## src/rtl/alu_pkg.sv

```systemverilog
// Shared opcode constants and FSM state encoding for the multicycle ALU.
package alu_pkg;

  localparam logic [4:0] OP_ADD  = 5'd0;
  localparam logic [4:0] OP_SUB  = 5'd1;
  localparam logic [4:0] OP_NOT  = 5'd2;
  localparam logic [4:0] OP_SLL  = 5'd3;
  localparam logic [4:0] OP_SRL  = 5'd4;
  localparam logic [4:0] OP_AND  = 5'd5;
  localparam logic [4:0] OP_OR   = 5'd6;
  localparam logic [4:0] OP_SLTU = 5'd7;
  localparam logic [4:0] OP_BEQ  = 5'd8;
  localparam logic [4:0] OP_BNE  = 5'd9;
  localparam logic [4:0] OP_BGT  = 5'd10;
  localparam logic [4:0] OP_BGE  = 5'd11;
  localparam logic [4:0] OP_BLT  = 5'd12;
  localparam logic [4:0] OP_BLE  = 5'd13;
  localparam logic [4:0] OP_JMP  = 5'd14;
  localparam logic [4:0] OP_MUL  = 5'd15;
  localparam logic [4:0] OP_DIV  = 5'd16;
  localparam logic [4:0] OP_SRA  = 5'd17;
  // First code of the illegal range (18..31).
  localparam logic [4:0] OP_ILL  = 5'd18;

  typedef enum logic [1:0] {S_IDLE, S_MUL, S_DIV, S_DONE} state_t;

endpackage

```

## src/rtl/alu_seq_muldiv.sv

```systemverilog
// Iterative unsigned shift-add multiplier / restoring divider, one bit per cycle.
// hi/lo hold {partial product, multiplier} or {remainder, quotient/dividend}.
// nxt_hi/nxt_lo show the value after the current iteration so the caller can
// capture the final answer on the same edge the last iteration retires.
module alu_seq_muldiv #(
  parameter int WIDTH = 32
) (
  input  logic             clk,
  input  logic             reset,
  input  logic             load,
  input  logic             is_div,
  input  logic [WIDTH-1:0] a,
  input  logic [WIDTH-1:0] b,
  output logic             last,
  output logic [WIDTH-1:0] nxt_lo,
  output logic [WIDTH-1:0] nxt_hi
);
  localparam int CW = $clog2(WIDTH) + 1;

  logic [WIDTH-1:0] hi, lo, opb;
  logic             div_q, running;
  logic [CW-1:0]    cnt;
  logic [WIDTH:0]   sum, trial, diff;

  assign last = running && (cnt == CW'(WIDTH - 1));

  // One iteration step: add-and-shift for multiply, shift-compare-subtract for divide.
  // A zero divisor always "fits", so the quotient fills with ones and the
  // dividend shifts whole into the remainder.
  always_comb begin
    sum   = {1'b0, hi} + {1'b0, opb};
    trial = {hi, lo[WIDTH-1]};
    diff  = trial - {1'b0, opb};
    if (div_q) begin
      if (trial >= {1'b0, opb}) begin
        nxt_hi = diff[WIDTH-1:0];
        nxt_lo = {lo[WIDTH-2:0], 1'b1};
      end else begin
        nxt_hi = trial[WIDTH-1:0];
        nxt_lo = {lo[WIDTH-2:0], 1'b0};
      end
    end else if (lo[0]) begin
      {nxt_hi, nxt_lo} = {sum, lo[WIDTH-1:1]};
    end else begin
      {nxt_hi, nxt_lo} = {1'b0, hi, lo[WIDTH-1:1]};
    end
  end

  // Operand capture on load, then exactly WIDTH iterations.
  always_ff @(posedge clk) begin
    if (reset) begin
      running <= 1'b0;
      cnt     <= '0;
      hi      <= '0;
      lo      <= '0;
      opb     <= '0;
      div_q   <= 1'b0;
    end else if (load) begin
      running <= 1'b1;
      cnt     <= '0;
      hi      <= '0;
      lo      <= a;
      opb     <= b;
      div_q   <= is_div;
    end else if (running) begin
      hi  <= nxt_hi;
      lo  <= nxt_lo;
      cnt <= cnt + CW'(1);
      if (last) running <= 1'b0;
    end
  end

endmodule

```

## src/rtl/multicycle_alu.sv

```systemverilog
// Multicycle ALU: single-cycle ops finish in one cycle, MUL/DIV iterate WIDTH cycles.
module multicycle_alu
  import alu_pkg::*;
#(
  parameter int WIDTH = 32,
  parameter int SHW   = $clog2(WIDTH)
) (
  input  logic             clk,
  input  logic             reset,
  input  logic             start,
  input  logic [4:0]       ALUCnt,
  input  logic [WIDTH-1:0] input1,
  input  logic [WIDTH-1:0] input2,
  input  logic [SHW-1:0]   shamt,
  output logic             busy,
  output logic             done,
  output logic [WIDTH-1:0] result,
  output logic [WIDTH-1:0] result_hi,
  output logic             zero,
  output logic             div_by_zero,
  output logic             illegal_op
);
  state_t           state;
  logic [WIDTH-1:0] alu_res, md_lo, md_hi;
  logic             alu_zero, md_load, md_last;

  assign busy    = (state != S_IDLE);
  assign md_load = (state == S_IDLE) && start && (ALUCnt == OP_MUL || ALUCnt == OP_DIV);

  alu_seq_muldiv #(.WIDTH(WIDTH)) u_muldiv (
    .clk    (clk),
    .reset  (reset),
    .load   (md_load),
    .is_div (ALUCnt == OP_DIV),
    .a      (input1),
    .b      (input2),
    .last   (md_last),
    .nxt_lo (md_lo),
    .nxt_hi (md_hi)
  );

  // Single-cycle datapath; branch codes report their outcome on zero with result 0.
  always_comb begin
    alu_res  = '0;
    alu_zero = 1'b1;
    case (ALUCnt)
      OP_ADD:  alu_res = input1 + input2;
      OP_SUB:  alu_res = input1 - input2;
      OP_NOT:  alu_res = ~input1;
      OP_SLL:  alu_res = input1 << shamt;
      OP_SRL:  alu_res = input1 >> shamt;
      OP_AND:  alu_res = input1 & input2;
      OP_OR:   alu_res = input1 | input2;
      OP_SLTU: alu_res = {{(WIDTH-1){1'b0}}, (input1 < input2)};
      OP_SRA:  alu_res = WIDTH'($signed(input1) >>> shamt);
      default: alu_res = '0;
    endcase
    case (ALUCnt)
      OP_BEQ:  alu_zero = (input1 == input2);
      OP_BNE:  alu_zero = (input1 != input2);
      OP_BGT:  alu_zero = (input1 >  input2);
      OP_BGE:  alu_zero = (input1 >= input2);
      OP_BLT:  alu_zero = (input1 <  input2);
      OP_BLE:  alu_zero = (input1 <= input2);
      OP_JMP:  alu_zero = 1'b1;
      default: alu_zero = (ALUCnt >= OP_ILL) ? 1'b1 : (alu_res == '0);
    endcase
  end

  // Control FSM with registered outputs; flags are refreshed at every acceptance.
  always_ff @(posedge clk) begin
    if (reset) begin
      state       <= S_IDLE;
      done        <= 1'b0;
      result      <= '0;
      result_hi   <= '0;
      zero        <= 1'b1;
      div_by_zero <= 1'b0;
      illegal_op  <= 1'b0;
    end else begin
      case (state)
        S_IDLE: begin
          done <= 1'b0;
          if (start) begin
            div_by_zero <= (ALUCnt == OP_DIV) && (input2 == '0);
            illegal_op  <= (ALUCnt >= OP_ILL);
            if (ALUCnt == OP_MUL) begin
              state <= S_MUL;
            end else if (ALUCnt == OP_DIV) begin
              state <= S_DIV;
            end else begin
              state     <= S_DONE;
              done      <= 1'b1;
              result    <= alu_res;
              result_hi <= '0;
              zero      <= alu_zero;
            end
          end
        end
        S_MUL, S_DIV: begin
          if (md_last) begin
            state     <= S_DONE;
            done      <= 1'b1;
            result    <= md_lo;
            result_hi <= md_hi;
            zero      <= (md_lo == '0);
          end
        end
        default: begin
          state <= S_IDLE;
          done  <= 1'b0;
        end
      endcase
    end
  end

endmodule
```

## config.mk

```make
export PLATFORM = sky130hd
export DESIGN_NAME = multicycle_alu
export DESIGN_NICKNAME = d
export VERILOG_FILES = /design/src/rtl/alu_pkg.sv /design/src/rtl/alu_seq_muldiv.sv /design/src/rtl/multicycle_alu.sv
export SDC_FILE = /design/constraint.sdc
export NUM_CORES = 1
export LEC_CHECK = 0
export ABC_AREA = 0
export ABC_CLOCK_PERIOD_IN_PS = 5250
export CAP_MARGIN = 20
export CORE_UTILIZATION = 31
export CTS_BUF_LIST = sky130_fd_sc_hd__clkbuf_8
export CTS_CLUSTER_DIAMETER = 40
export CTS_CLUSTER_SIZE = 12
export DETAILED_ROUTE_END_ITERATION = 10
export PLACE_DENSITY_LB_ADDON = 0.05
export SLEW_MARGIN = 10
export SYNTH_ARGS = -nofsm -noshare
export SYNTH_HDL_FRONTEND = slang
export SYNTH_SLANG_ARGS = --single-unit
```

## constraint.sdc

```tcl
create_clock -name clk -period 5.25 [get_ports clk]
set_input_delay 0.525 -clock clk [delete_from_list [all_inputs] [get_ports clk]]
set_output_delay 0.525 -clock clk [all_outputs]
set_load 0.1 [all_outputs]
```

==> results of run 1 <==
## cell usage after synthesis (44+ instances only)
cell      number
a211oi_1      82
a21o_1        60
a21oi_1      291
clkbuf_1     170
dfxtp_1      174
ha_1         164
inv_1        155
mux2i_1      124
mux4_2        56
nand2_1      318
nand3_1       54
nor2_1       280
nor3_1        54
o211ai_1      58
o21ai_0      141
xnor2_1       44
## cell type report
| type | count | area, um^2 | area share (%) |
|---|---|---|---|
| inverter | 159 | 597 | 2.37 |
| clock buffer | 17 | 234 | 0.930 |
| timing repair buffer | 369 | 3220 | 12.8 |
| multi-input combinational | 2342 | 16300 | 64.8 |
| tap | 873 | 1090 | 4.34 |
| clock inverter | 15 | 214 | 0.850 |
| sequential | 174 | 3490 | 13.9 |
| antenna | 2 | 5.00 | 0.0199 |
## flip-flops by register name, summed over array words and instances, names as in the netlist, 2 cells and up
register	cells
result	32
result_hi	32
u_muldiv.hi	32
u_muldiv.lo	32
u_muldiv.opb	32
u_muldiv.cnt	6
state	2
## kinds of logic (layout without fill, tap and decap cells)
family | count (synthesis) | in the layout | share of synthesized area (%)
xor gates and xnor gates | 68 | 68 | 2.79
adders and majority gates | 168 | 168 | 9.99
DFF | 174 | 174 | 16.3
muxes | 205 | 205 | 13.2
other | 0 | 2 | 0
and+or+nand+nor | 930 | 930 | 20.0
AOI/OAI and AO/OA | 971 | 971 | 30.2
buffers and inverters | 388 | 560 | 7.44
## how the worst max path moves through the flow
stage              start                 to  slack, ps  cells after the start
6_report       input2[5]  zero$_SDFFE_PP1P_        580                     17
2_1_floorplan  input1[0]  zero$_SDFFE_PP1P_       1190                     16
4_1_cts        input2[5]  zero$_SDFFE_PP1P_        690                     17
3_5_place_dp   input2[5]  zero$_SDFFE_PP1P_         90                     17
5_1_grt        input2[5]  zero$_SDFFE_PP1P_        350                     17
3_3_place_gp   input2[5]  zero$_SDFFE_PP1P_         80                     17
## layer usage
layer / routed length [um] / vias up
met5: 41 / -
met4: 3580 / 6
met3: 8880 / 147
met2: 49000 / 1071
met1: 53700 / 12000
li1: - / 11100
## worst max-delay path, stage by stage
cell and delay (ps):
clkdlybuf4s50_1 550, inv_1 90, ha_1 520, nor3_1 150, a2111oi_2 560, nor2b_1 130
o211ai_1 320, a211oi_1 120, buf_4 170, o21ai_0 410, a211oi_1 150, nor4_1 550
buf_4 220, nand4_1 100, nor4_2 310, and3_1 200, a31o_1 130
## power by group
part / internal, W / switching, W / total, W
registers: 0.00145 / 0.000103 / 0.00156
logic: 0.00116 / 0.00274 / 0.00390
clock network: 0.000385 / 0.000709 / 0.00109
total: 0.00300 / 0.00355 / 0.00656
## placed cells by master, fill, tap and decap left out, drive strengths merged, types with 84 or more instances in the layout
master,Yosys,routed
clkdlybuf4s50,0,139
ha,164,164
nor2,280,280
mux2i,124,124
buf,59,229
a21oi,292,292
inv,155,164
nand2,318,318
o21ai,146,146
dfxtp,174,174
a211oi,84,84
## metrics by stage
stage / hold slack (ps) / cells / setup slack, ps / power (W)
floorplan: 449 / 2904 / 1190 / 0.00405
global placement: 439 / 3916 / 78.8 / 0.00544
detailed placement: 441 / 3916 / 85.5 / 0.00543
CTS: 423 / 3948 / 685 / 0.00655
global route: 463 / 3950 / 345 / 0.00685
finish: 450 / 3951 / 578 / 0.00656
==> metrics.yaml, run 1 <==
critPathKind: "in -> reg"
grt.busiest_layer: "met2"
grt_max_degree: 65
synth_top_flop_cell: "dfxtp_1"
ys_async_sr_fraction_pct: 0
r2r.worst_path.cells: 15
dr.pass1.iters: 5
status: "completed"
min_path_cells: 2
synth-edff-count: 0
post-route-util_pct: 37.2
yosys.cell_types.count: 92
leakagePower_nw: 10.0
tns_ps: 0
cts_buffers: 17
use_met2_pct: 48.6
synthDominantCellAreaShare_pct: 16.3
syn_nets: 3149
slew_headroom_pct: 14.6
start_util_pct: 31.6
rrSetupSlack_ps: 660
postSynthCellCount: 2904
post_cts_buffers: 0
cp_max_fo: 10
cap_violations: 0
rsz0062_at_grt: "false"
crit-reg2reg-launch: "u_muldiv.opb[12]$_SDFFE_PP0P_"
area_growth_pct: 17.9
io_pins: 146
postPlaceCellArea_um2: 24700
htree_levels: 4
drv_slew: 0
tritoncts: "built"
fp.dieArea_um2: 69900
clock_latency_ps: 590
dieWidth_um: 264
seq_area_frac_synth_pct: 16.3
clock_path_buffers: 2
use_met1_pct: 46.6
skew_ps: 35.2
max_freq_mhz: 214
vias: 24300
syn-cell-area_um2: 21300
start_kind: "input pin"
drc: 0
synth-seq-cells: 174
coreArea_um2: 67600
peakVddDrop_uv: 543
dp.final_hpwl_um: 93200
hold_viol: 0
cp-end-kind: "flip-flop"
hold_end: "result_hi[25]$_SDFFE_PP0P_"
worst_pin_slew_ps: 1280
overflow: 0
powerDensity_nw_per_um2: 260
totalWireLength_um: 115000
clock-sinks: 174
grt_util_all_layers_pct: 32.5
hp-class: "in -> reg"
die_y_um: 264
stdcell_area_um2: 25200
use_met3_pct: 5.65
antenna_found_initial: 9
antenna_left: 0
final.min_clock_period_ps: 4670
yosysTopAreaCell: "dfxtp_1"
io_buffers: 145
layout.nets: 3308
synthTopCellsByArea: "dfxtp_1 16%, ha_1 9.6%, a21oi_1 6.8%"
vias_per_cell: 6.15
cts-root-buf: "clkbuf_8"
min_from: "reset"
crit_arrival_ps: 5190
path_clk_slew_ps: 130
syn_avg_cell_area_um2: 7.35
r2r-end: "result_hi[10]$_SDFFE_PP0P_"
cts_hold_buf: 0
gp_congestion: 0.988
post_drt_wl_per_cell_um: 29.2
crit_required_ps: 5770
ctsResizeCount: 0
setup_viol: 0
drt_iter0_markers: 2879
std_cell_rows: 95
layout-drive-gt1-share_pct: 12.7
final.fill_count: 7200
grt_pass1_vias: 23100
ys.warnings.count: 0
finalCritPeriodShare_pct: 89.0
grt_pass1_wl_um: 166000
Note: power is estimated with default switching activity, not from simulation.
==> inputs of run 2 (changes only) <==
Settings changed: CAP_MARGIN 20 to 40, RECOVER_POWER from default to 50.
==> metrics.yaml, run 2 (synthesis results as in run 1) <==
hold_viol: 0  # unchanged
leakagePower_nw: 10.3  # +3.1%
final.fill_count: 7139  # -0.85%
dieWidth_um: 264  # unchanged
mostFrequentLayoutCell: "nand2_1"
power_w: 0.00686  # +4.6%
slowest_delay_ps: 600  # +40 ps
clock-sinks: 174  # unchanged
drt_iter0_markers: 2852  # -0.94%
finalCritPeriodShare_pct: 91.8  # +2.8 points
cts_hold_buf: 0  # unchanged
powerDensity_nw_per_um2: 266  # +1.9%
coreArea_um2: 67600  # unchanged
totalWireLength_um: 116000  # +0.88%
max_freq_mhz: 208  # -3.0%
layout.nets: 3383  # +2.3%
grt_util_all_layers_pct: 32.8  # +0.32 points
final_cell_mix: "317 x nand2_1, 291 x a21oi_1, 277 x nor2_1, 215 x buf_4, 172 x dfxtp_1"
drv_slew: 44  # +44
slew_headroom_pct: -28.8  # -43 points
gp_congestion: 0.988  # unchanged
cp-end-kind: "flip-flop"
post_cts_buffers: 0  # unchanged
area_growth_pct: 21.0
cap_violations: 1  # +1
antenna_found_initial: 7  # -2
vias_per_cell: 6.09  # -1.0%
io_buffers: 145  # unchanged
dp_cells: 3991  # +1.9%
grt_max_degree: 63  # -3.1%
overflow: 0  # unchanged
clock_latency_ps: 580  # about the same
start_util_pct: 31.6  # unchanged
post-route-util_pct: 38.2  # +0.98 points
final.min_clock_period_ps: 4820  # +145 ps
ctsResizeCount: 0  # unchanged
htree_levels: 4  # unchanged
failed_checks: "capacitance limit, slew limit"
cp_max_fo: 10  # unchanged
io_pins: 146  # unchanged
path_clk_slew_ps: 140  # about the same
grt_pass1_wl_um: 169000  # +1.4%
tns_ps: 0  # unchanged
rsz0062_at_grt: "false"
cts-root-buf: "clkbuf_8"
worst_pin_slew_ps: 1930  # +651 ps
die_y_um: 264  # unchanged
crit_arrival_ps: 5320  # +130 ps
fp.dieArea_um2: 69900  # unchanged
dp.final_hpwl_um: 93900  # +0.75%
path_cells: "clkdlybuf4s50_1 -> inv_1 -> ha_1 -> nor3_1 -> a2111oi_2 -> nor2b_1 -> o211ai_1 -> a211oi_1 -> buf_4 -> o21ai_0 -> a211oi_1 -> nor4_1 -> buf_4 -> nand4_1 -> nor4_2 -> and3_1 -> a31o_1"
layout-drive-gt1-share_pct: 12.9  # +0.24 points
std_cell_rows: 95  # unchanged
skew_ps: 42.9  # +7.63 ps
fin_cells: 4025  # +1.9%
postPlaceCellArea_um2: 26000  # +5.2%
critPathKind: "in -> reg"
slowest_stage: "nor4_1"
clock_path_buffers: 2  # unchanged
start_kind: "input pin"
vias: 24500  # +0.84%
antenna_left: 0  # unchanged
stdcell_area_um2: 25800  # +2.6%
tritoncts: "built"
grt_pass1_vias: 23500  # +1.5%
status: "finished, violations left"
post_drt_wl_per_cell_um: 28.9  # -0.97%
cts_buffers: 17  # unchanged
drc: 0  # unchanged
peakVddDrop_uv: 458  # -16%
hp-class: "in -> reg"
setup_viol: 0  # unchanged
crit_required_ps: 5750  # -20 ps
dr.pass1.iters: 6  # +1
-- run 2: layer usage --
layer,vias to the layer above,track usage [%],wire (um)
li1,11200,-,-
met1,12100,46.6,54400
met2,1001,48.8,49200
met3,154,6.43,8730
met4,10,11.4,3920
met5,-,0,60
-- run 2: area by class of cell --
class | instances | area [um^2] | share of cell area [%]
Multi-Input combinational cell | 2342 | 16300 | 63.1
Timing Repair Buffer | 444 | 3900 | 15.1
Sequential cell | 174 | 3490 | 13.5
Tap cell | 873 | 1090 | 4.23
Inverter | 159 | 597 | 2.31
Clock buffer | 17 | 234 | 0.906
Clock inverter | 15 | 214 | 0.828
Antenna cell | 1 | 2.50 | 0.00969
-- run 2: final timing paths --
path | cells past startpoint | slack, ps | end | start
hold reg to reg | 2 | 460 | result[24]$_SDFFE_PP0P_ | result[24]$_SDFFE_PP0P_
setup reg to reg | 15 | 880 | result_hi[3]$_SDFFE_PP0P_ | u_muldiv.lo[31]$_SDFFE_PP0P_
hold / removal | 2 | 460 | result_hi[25]$_SDFFE_PP0P_ | reset
setup / recovery | 17 | 430 | zero$_SDFFE_PP1P_ | input2[5]
-- run 2: worst max-delay path: cells and delay by family --
family                   cells  cell delay [ps]
AO/OA/AOI/OAI                6             1750
adder cells (fa/ha/maj)      1              510
buffers and inverters        4             1030
AND/OR/NAND/NOR              6             1510
-- run 2: through the flow --
step | setup WS (ps) | hold WS [ps]
global placement | 78.8 | 439
CTS | 608 | 437
global route | 347 | 471
finish | 433 | 456
floorplan | 1190 | 449
detailed placement | 31.5 | 444
-- run 2: power breakdown --
group          total, W  internal (W)  switching (W)
Combinational   0.00420       0.00139        0.00281
Sequential      0.00155       0.00145      0.0000940
Clock           0.00111      0.000385       0.000723
Total           0.00686       0.00323        0.00363
